==> src/rtl/dmem_arbiter.sv <==
// Two-port data-memory arbiter: pipeline MEM port (0) and debug port (1) share one
// synchronous-read memory, one access per three cycles, with bounded port-0 streaks.
//
// state | meaning
// IDLE  | waiting for a request; arbitration and operand capture on the edge leaving it
// ISSUE | memory access driven from captured operands (suppressed if misaligned)
// RESP  | ack/err to the granted port, read data taken from mem_rdata_i
module dmem_arbiter #(
    parameter int ADDR_W     = 32,
    parameter int DATA_W     = 32,
    parameter int MAX_STREAK = 4
) (
    input  logic              clk_i,
    input  logic              rst_i,
    input  logic              req0_i,
    input  logic              we0_i,
    input  logic [ADDR_W-1:0] addr0_i,
    input  logic [DATA_W-1:0] wdata0_i,
    output logic              ack0_o,
    output logic              err0_o,
    output logic [DATA_W-1:0] rdata0_o,
    input  logic              req1_i,
    input  logic              we1_i,
    input  logic [ADDR_W-1:0] addr1_i,
    input  logic [DATA_W-1:0] wdata1_i,
    output logic              ack1_o,
    output logic              err1_o,
    output logic [DATA_W-1:0] rdata1_o,
    output logic              mem_en_o,
    output logic              mem_we_o,
    output logic [ADDR_W-1:0] mem_addr_o,
    output logic [DATA_W-1:0] mem_wdata_o,
    input  logic [DATA_W-1:0] mem_rdata_i,
    output logic              busy_o,
    output logic              gnt_o
);

    localparam logic [1:0] IDLE  = 2'd0;
    localparam logic [1:0] ISSUE = 2'd1;
    localparam logic [1:0] RESP  = 2'd2;

    localparam logic [3:0] STREAK_MAX = 4'(MAX_STREAK);

    logic [1:0]        state;
    logic [3:0]        streak;
    logic              gnt;
    logic              we_q;
    logic [ADDR_W-1:0] addr_q;
    logic [DATA_W-1:0] wdata_q;
    logic [DATA_W-1:0] rdata0_q;
    logic [DATA_W-1:0] rdata1_q;
    logic              pick1;
    logic              any_req;
    logic              mis;
    logic              resp;
    logic              rd_done;

    // Port 1 wins when alone, or when port 0 has used up its streak allowance.
    assign pick1   = req1_i && (!req0_i || streak == STREAK_MAX);
    assign any_req = req0_i || req1_i;
    assign mis     = addr_q[1:0] != 2'b00;
    assign resp    = state == RESP;
    assign rd_done = resp && !we_q && !mis;

    always_ff @(posedge clk_i) begin
        if (!rst_i) begin
            state    <= IDLE;
            streak   <= 4'd0;
            gnt      <= 1'b0;
            rdata0_q <= '0;
            rdata1_q <= '0;
        end else begin
            case (state)
                IDLE: begin
                    if (!req1_i || pick1) begin
                        streak <= 4'd0;
                    end else if (streak != STREAK_MAX) begin
                        streak <= streak + 4'd1;
                    end
                    if (any_req) begin
                        state <= ISSUE;
                        gnt   <= pick1;
                    end
                end
                ISSUE: state <= RESP;
                RESP: begin
                    state <= IDLE;
                    if (rd_done) begin
                        if (gnt) rdata1_q <= mem_rdata_i;
                        else     rdata0_q <= mem_rdata_i;
                    end
                end
                default: state <= IDLE;
            endcase
        end
    end

    // Operands are frozen at grant so requesters may change inputs during the access.
    always_ff @(posedge clk_i) begin
        if (rst_i && state == IDLE && any_req) begin
            we_q    <= pick1 ? we1_i    : we0_i;
            addr_q  <= pick1 ? addr1_i  : addr0_i;
            wdata_q <= pick1 ? wdata1_i : wdata0_i;
        end
    end

    assign busy_o      = state != IDLE;
    assign gnt_o       = gnt;
    assign mem_en_o    = state == ISSUE && !mis;
    assign mem_we_o    = mem_en_o && we_q;
    assign mem_addr_o  = addr_q;
    assign mem_wdata_o = wdata_q;

    assign ack0_o = resp && !gnt;
    assign ack1_o = resp && gnt;
    assign err0_o = ack0_o && mis;
    assign err1_o = ack1_o && mis;

    // Read data is visible in RESP itself, then held by the per-port register.
    assign rdata0_o = (rd_done && !gnt) ? mem_rdata_i : rdata0_q;
    assign rdata1_o = (rd_done && gnt)  ? mem_rdata_i : rdata1_q;

endmodule

==> config.mk <==
export PLATFORM = sky130hd
export DESIGN_NAME = dmem_arbiter
export DESIGN_NICKNAME = d
export VERILOG_FILES = /design/src/rtl/dmem_arbiter.sv
export SDC_FILE = /design/constraint.sdc
export NUM_CORES = 1
export LEC_CHECK = 0
export BUFFER_PORTS_ARGS = -buffer_cell sky130_fd_sc_hd__buf_2
export CORE_MARGIN = 5
export CORE_UTILIZATION = 40
export DETAILED_ROUTE_END_ITERATION = 8
export GPL_TIMING_DRIVEN = 0
export PLACE_DENSITY_LB_ADDON = 0.25
export SETUP_SLACK_MARGIN = 0.02
export SLEW_MARGIN = 20
export SYNTH_ARGS = -nofsm -noshare
export SYNTH_HDL_FRONTEND = slang
export SYNTH_SLANG_ARGS = --single-unit
==> constraint.sdc <==
create_clock -name clk_i -period 3.1 [get_ports clk_i]
set_clock_uncertainty 0.2 [all_clocks]
set_input_delay 0.155 -clock clk_i [delete_from_list [all_inputs] [get_ports clk_i]]
set_output_delay 0.155 -clock clk_i [all_outputs]
set_load 0.1 [all_outputs]
After elaboration in Yosys (flattened, before gate mapping) --
Index checks and enable logic that the tools add are counted.
Storage, ports and cells: output and inout bits 136, bits of input ports 166, register bits after elaboration 136, word-level logic and storage cells 53
Operators by class: eq/ne operators 5, reduce and logical (&&, ||, !) cells 29, bitwise operators 1, $add $sub $neg 1, mux-type cells 9
Operators with widths (count):
- 32-bit two-way mux | 4
- 1-bit logical AND | 13
- 4-bit two-way mux | 2
- 3-bit AND reduction | 2
- 2-bit nonzero test | 3
- 1-bit zero test | 5
- 4-bit by 1-bit adder with 4-bit output, second input constant | 1
- 4-bit by 3-bit == test with 1-bit output, second input constant | 1
- 4-bit by 3-bit != test with 1-bit output, second input constant | 1
- 2-bit case mux with 2 select lines | 1
- 2-bit AND reduction | 2
- 1-bit logical OR | 3
- 2-bit by 1-bit == test with 1-bit output, second input constant | 1
- 2-bit == test, second input constant | 1
- 2-bit zero test | 1
- 2-bit two-way mux | 1
- 2-bit != test, second input constant | 1
- 1-bit two-way mux | 1
- 1-bit inverter | 1

Logic depth before layout (Yosys ltp) --
depth after elaboration 6, gate-level depth with buffers 7, mapped depth without buffers 5

Worst setup path after synthesis --
Ideal clock, no wire load.
path kind register to output, from register addr_q[1] (netlist: mem_addr_o[1]), to output mem_we_o, path slack -2.397 ns, arrival 5.142 ns, path buffers 0, required time 2.745 ns, cell stages (with the launch flop) 3, cells stage by stage edfxtp_1 -> nor4b_1 -> and2_1
On the way: cells in the longest elaborated chain, start to end 4
RTL lines:
- start: declaration | RTL line 48 | logic [ADDR_W-1:0] addr_q;
- start signal: assignment | RTL line 102 | addr_q <= pick1 ? addr1_i : addr0_i;
- 2-bit nonzero test | RTL line 61 | assign mis = addr_q[1:0] != 2'b00;
- 1-bit zero test | RTL line 109 | assign mem_en_o = state == ISSUE && !mis;
- 1-bit logical AND | RTL line 109
- net mem_en_o | RTL line 29 | output logic mem_en_o,
- 1-bit logical AND | RTL line 110 | assign mem_we_o = mem_en_o && we_q;
- end: declaration | RTL line 30 | output logic mem_we_o,
The timed path passes the listed nets, and every way through them passes these cells.

Worst setup path after layout --
from register streak[0], to register addr_q[24] (netlist: mem_addr_o[24]), data pin
On the way: cells in the longest elaborated chain, start to end 4
RTL lines:
- start: declaration | RTL line 45 | logic [3:0] streak;
- start signal: assignment | RTL line 78 | streak <= streak + 4'd1;
- 4-bit by 3-bit == test with 1-bit output | RTL line 59 | assign pick1 = req1_i && (!req0_i || streak == STREAK_MAX);
- 1-bit logical OR | RTL line 59
- 1-bit logical AND | RTL line 59
- 32-bit two-way mux | RTL line 102
No other way between the ends. A chain may end at the register's enable or synchronous reset.

==> flow_metrics.py <==
metrics = {
    "worst_setup_path": {
        "setup.worst_path.end_class": "register",
        "setup.worst_path.class": "register to register",
        "cp.required_ps": 3050,
        "r2r-start": "streak[0]",
        "rrSetupSlack_ps": 230,
        "rr_endpoint": "mem_addr_o[24]",
        "arrival_ps": 2820,
        "start_kind": "register",
        "crit_path_max_fanout": 10,
        "ff2ff_path_depth": 8,
    },
    "yosys": {
        "ys_ff_latch": 136,
        "ys.flop_type": "dfxtp_1",
        "syn_inst": 505,
        "synthesis.nets": 673,
        "syn_area_um2": 6470,
        "netlist_top_cells_area": "edfxtp_1 30%, dfxtp_1 22%, mux2_2 13%",
        "synth_warnings": 0,
        "syn_avg_cell_area_um2": 12.8,
        "yosysTopAreaCell": "edfxtp_1",
        "synth_top_cell_area_share_pct": 30.2,
        "synth_edf_count": 65,
        "ys_types": 32,
        "ys_async_sr_fraction_pct": 0,
        "ys_seq_area_share_pct": 52.1,
    },
    "layout": {
        "drive_gt1_share_pct": 45.8,
        "instances_no_fill": 1223,
        "fin_area_um2": 10600,
        "num-nets-final": 1157,
        "areaGrowthSynthToFinish_pct": 63.3,
    },
    "floorplan": {
        "die_y_um": 137,
        "fp.dieArea_um2": 18800,
        "core_um2": 15900,
        "num_rows": 46,
        "start_util_pct": 40.7,
        "ios": 302,
        "die_w_um": 137,
    },
    "timing": {
        "final.min_clock_period_ps": 2870,
        "period_share_pct": 92.6,
        "relSlewSlack_pct": 62.3,
        "timing.fmax_mhz": 348,
        "worst-slew-pin-transition_ps": 565,
        "rsz0062_at_grt": "false",
        "setup_violations": 0,
        "finalHoldViolations": 0,
        "slew_violations": 0,
    },
    "placement": {
        "place_congestion": 0.840,
        "dpl.hpwl_mm": 14.7,
        "place_inst": 1022,
        "placed_area_um2": 8280,
        "portBuffers": 300,
    },
    "global_route": {
        "grt_pass1_wl_mm": 34.5,
        "grt_pass1_vias": 6551,
        "grt_max_degree": 44,
        "antenna_found_initial": 5,
        "grt-ovfl-total": 0,
        "grt_usage_pct": 23.9,
    },
    "power_and_ir_drop": {
        "leakage_nw": 4.94,
        "power_density_nw_per_um2": 497,
        "ir_drop_mv": 0.531,
    },
    "clock_tree": {
        "cts.path.max_buffers": 2,
        "cts_tree": "built",
        "cts-root-buf": "clkbuf_16",
        "post-cts-setup-buffers": 0,
        "clk_latency_ps": 410,
        "h-tree-depth": 4,
        "path_clk_slew_ps": 60,
        "clock-sinks": 136,
        "cts_buffers": 17,
    },
    "status": {
        "status": "completed",
    },
    "route": {
        "drc": 0,
        "ant_nets": 0,
        "drt_wl_total_mm": 22.5,
        "drt_iter0_drc": 255,
        "num_vias": 5958,
        "first_pass_iters": 5,
        "wl_per_cell_um": 18.4,
        "drt-vias-per-instance": 4.87,
    },
    "min_path": {
        "worstHoldPathCells": 5,
        "min_from": "req0_i",
        "holdPathEnd": "streak[1]",
        "hold_class": "input pin to register",
    },
    "flow_run": {
        "maxCapViolCount": 0,
    },
}
routing by layer:
layer	part of all wire [%]	routed length (um)	global-route usage, %
met1	37	8430	26.1
met2	52	11700	42.8
met3	7.6	1700	7.78
met4	2.8	636	9.53
met5	0	0	0
timing repair:
item                       4_1_cts  5_1_grt
setup endpoints to repair        0        3
resized for setup                0        1
hold endpoints to repair       131        0
hold buffers                   164        0
sequential cells by signal (all words and copies together) (netlist names):
name / count
mem_addr_o: 32
rdata1_q: 32
gnt_o: 1
we_q: 1
state: 2
rdata0_q: 32
mem_wdata_o: 32
streak: 4
cell families after synthesis:
logic type | synth area share, %
mux | 34.0
flops | 52.1
simple gates | 8.18
buf+inv | 4.27
compound gates | 1.03
fa+ha+maj | 0.387
cells in the final DEF, fill, tap and decap left out, types with 3 or more instances in the layout:
| master | synthesis | routed |
|---|---|---|
| buf_2 | 5 | 305 |
| dlygate4sd3_1 | 0 | 164 |
| nand2_1 | 97 | 97 |
| mux2_2 | 73 | 73 |
| dfxtp_1 | 71 | 71 |
| edfxtp_1 | 65 | 65 |
| mux2i_1 | 64 | 64 |
| mux2_4 | 28 | 28 |
| mux2_1 | 28 | 28 |
| clkbuf_16 | 0 | 17 |
| buf_6 | 15 | 15 |
| clkbuf_1 | 13 | 13 |
| diode_2 | 0 | 5 |
| inv_1 | 5 | 5 |
| nor2_1 | 4 | 4 |
| o21ai_0 | 4 | 4 |
| bufinv_16 | 0 | 4 |
| nand3_1 | 3 | 3 |
| and2_1 | 4 | 3 |
| nor3_1 | 3 | 3 |
| nand4_1 | 3 | 3 |
| clkinvlp_4 | 0 | 3 |
| inv_6 | 0 | 3 |
cell usage after synthesis (2+ instances only):
cell type  count
and2_1         4
mux2_1        28
mux2_4        28
mux2_2        73
nor2_1         4
a21oi_1        2
buf_6         15
o21ai_0        4
edfxtp_1      65
a31oi_1        2
nand3_1        3
inv_1          5
buf_2          5
nor3_1         3
ha_1           2
nand2_1       97
nand4b_1       2
dfxtp_1       71
buf_4          2
clkbuf_1      13
mux2i_1       64
nand4_1        3
area by class of cell:
cell class,instances,area (um2)
timing repair buffer,465,3160
antenna,5,12.5
sequential,136,3370
buffer,35,258
fill,1134,5320
clock buffer,17,425
clock inverter,15,200
tap,216,270
multi-input combinational,329,2840
inverter,5,18.8
critical path: stages, from the launching register on:
cell and delay, ps:
dfxtp_1 340, inv_1 90, ha_1 140, nand3b_1 200, a21boi_2 270, buf_4 240, buf_6 190, mux2_2 360
dlygate4sd3_1 570
through the flow:
| step | hold WS (ps) | setup WS (ps) | utilization, % | TNS (ps) | power (mW) |
|---|---|---|---|---|---|
| 6_report | 182 | 229 | 66.5 | 0 | 5.24 |
| 4_1_cts | 139 | 175 | 66.4 | 0 | 5.25 |
| 3_5_place_dp | 244 | 706 | 52.1 | 0 | 2.92 |
| 3_3_place_gp | 239 | -761 | 52.0 | -49180 | 2.90 |
| 5_1_grt | 192 | 84.9 | 66.5 | 0 | 5.43 |
| 2_1_floorplan | 117 | -525 | - | -2220 | 2.69 |
worst max-delay path by stage:
stage,depth (start not counted),start,to
after floorplan,2,mem_addr_o[1],err0_o
after global placement,4,state[1],mem_addr_o[25]
after detailed placement,5,state[1],mem_addr_o[25]
after CTS,8,streak[0],mem_addr_o[24]
after global routing,8,streak[0],mem_addr_o[24]
final,8,streak[0],mem_addr_o[24]
where the power goes:
| part | internal [mW] | total (mW) | switching, mW |
|---|---|---|---|
| logic | 0.382 | 1.11 | 0.726 |
| clock network | 1.35 | 2.14 | 0.794 |
| registers | 1.97 | 1.99 | 0.0253 |
| total | 3.70 | 5.24 | 1.55 |
Power figures use the tool's default switching activity.
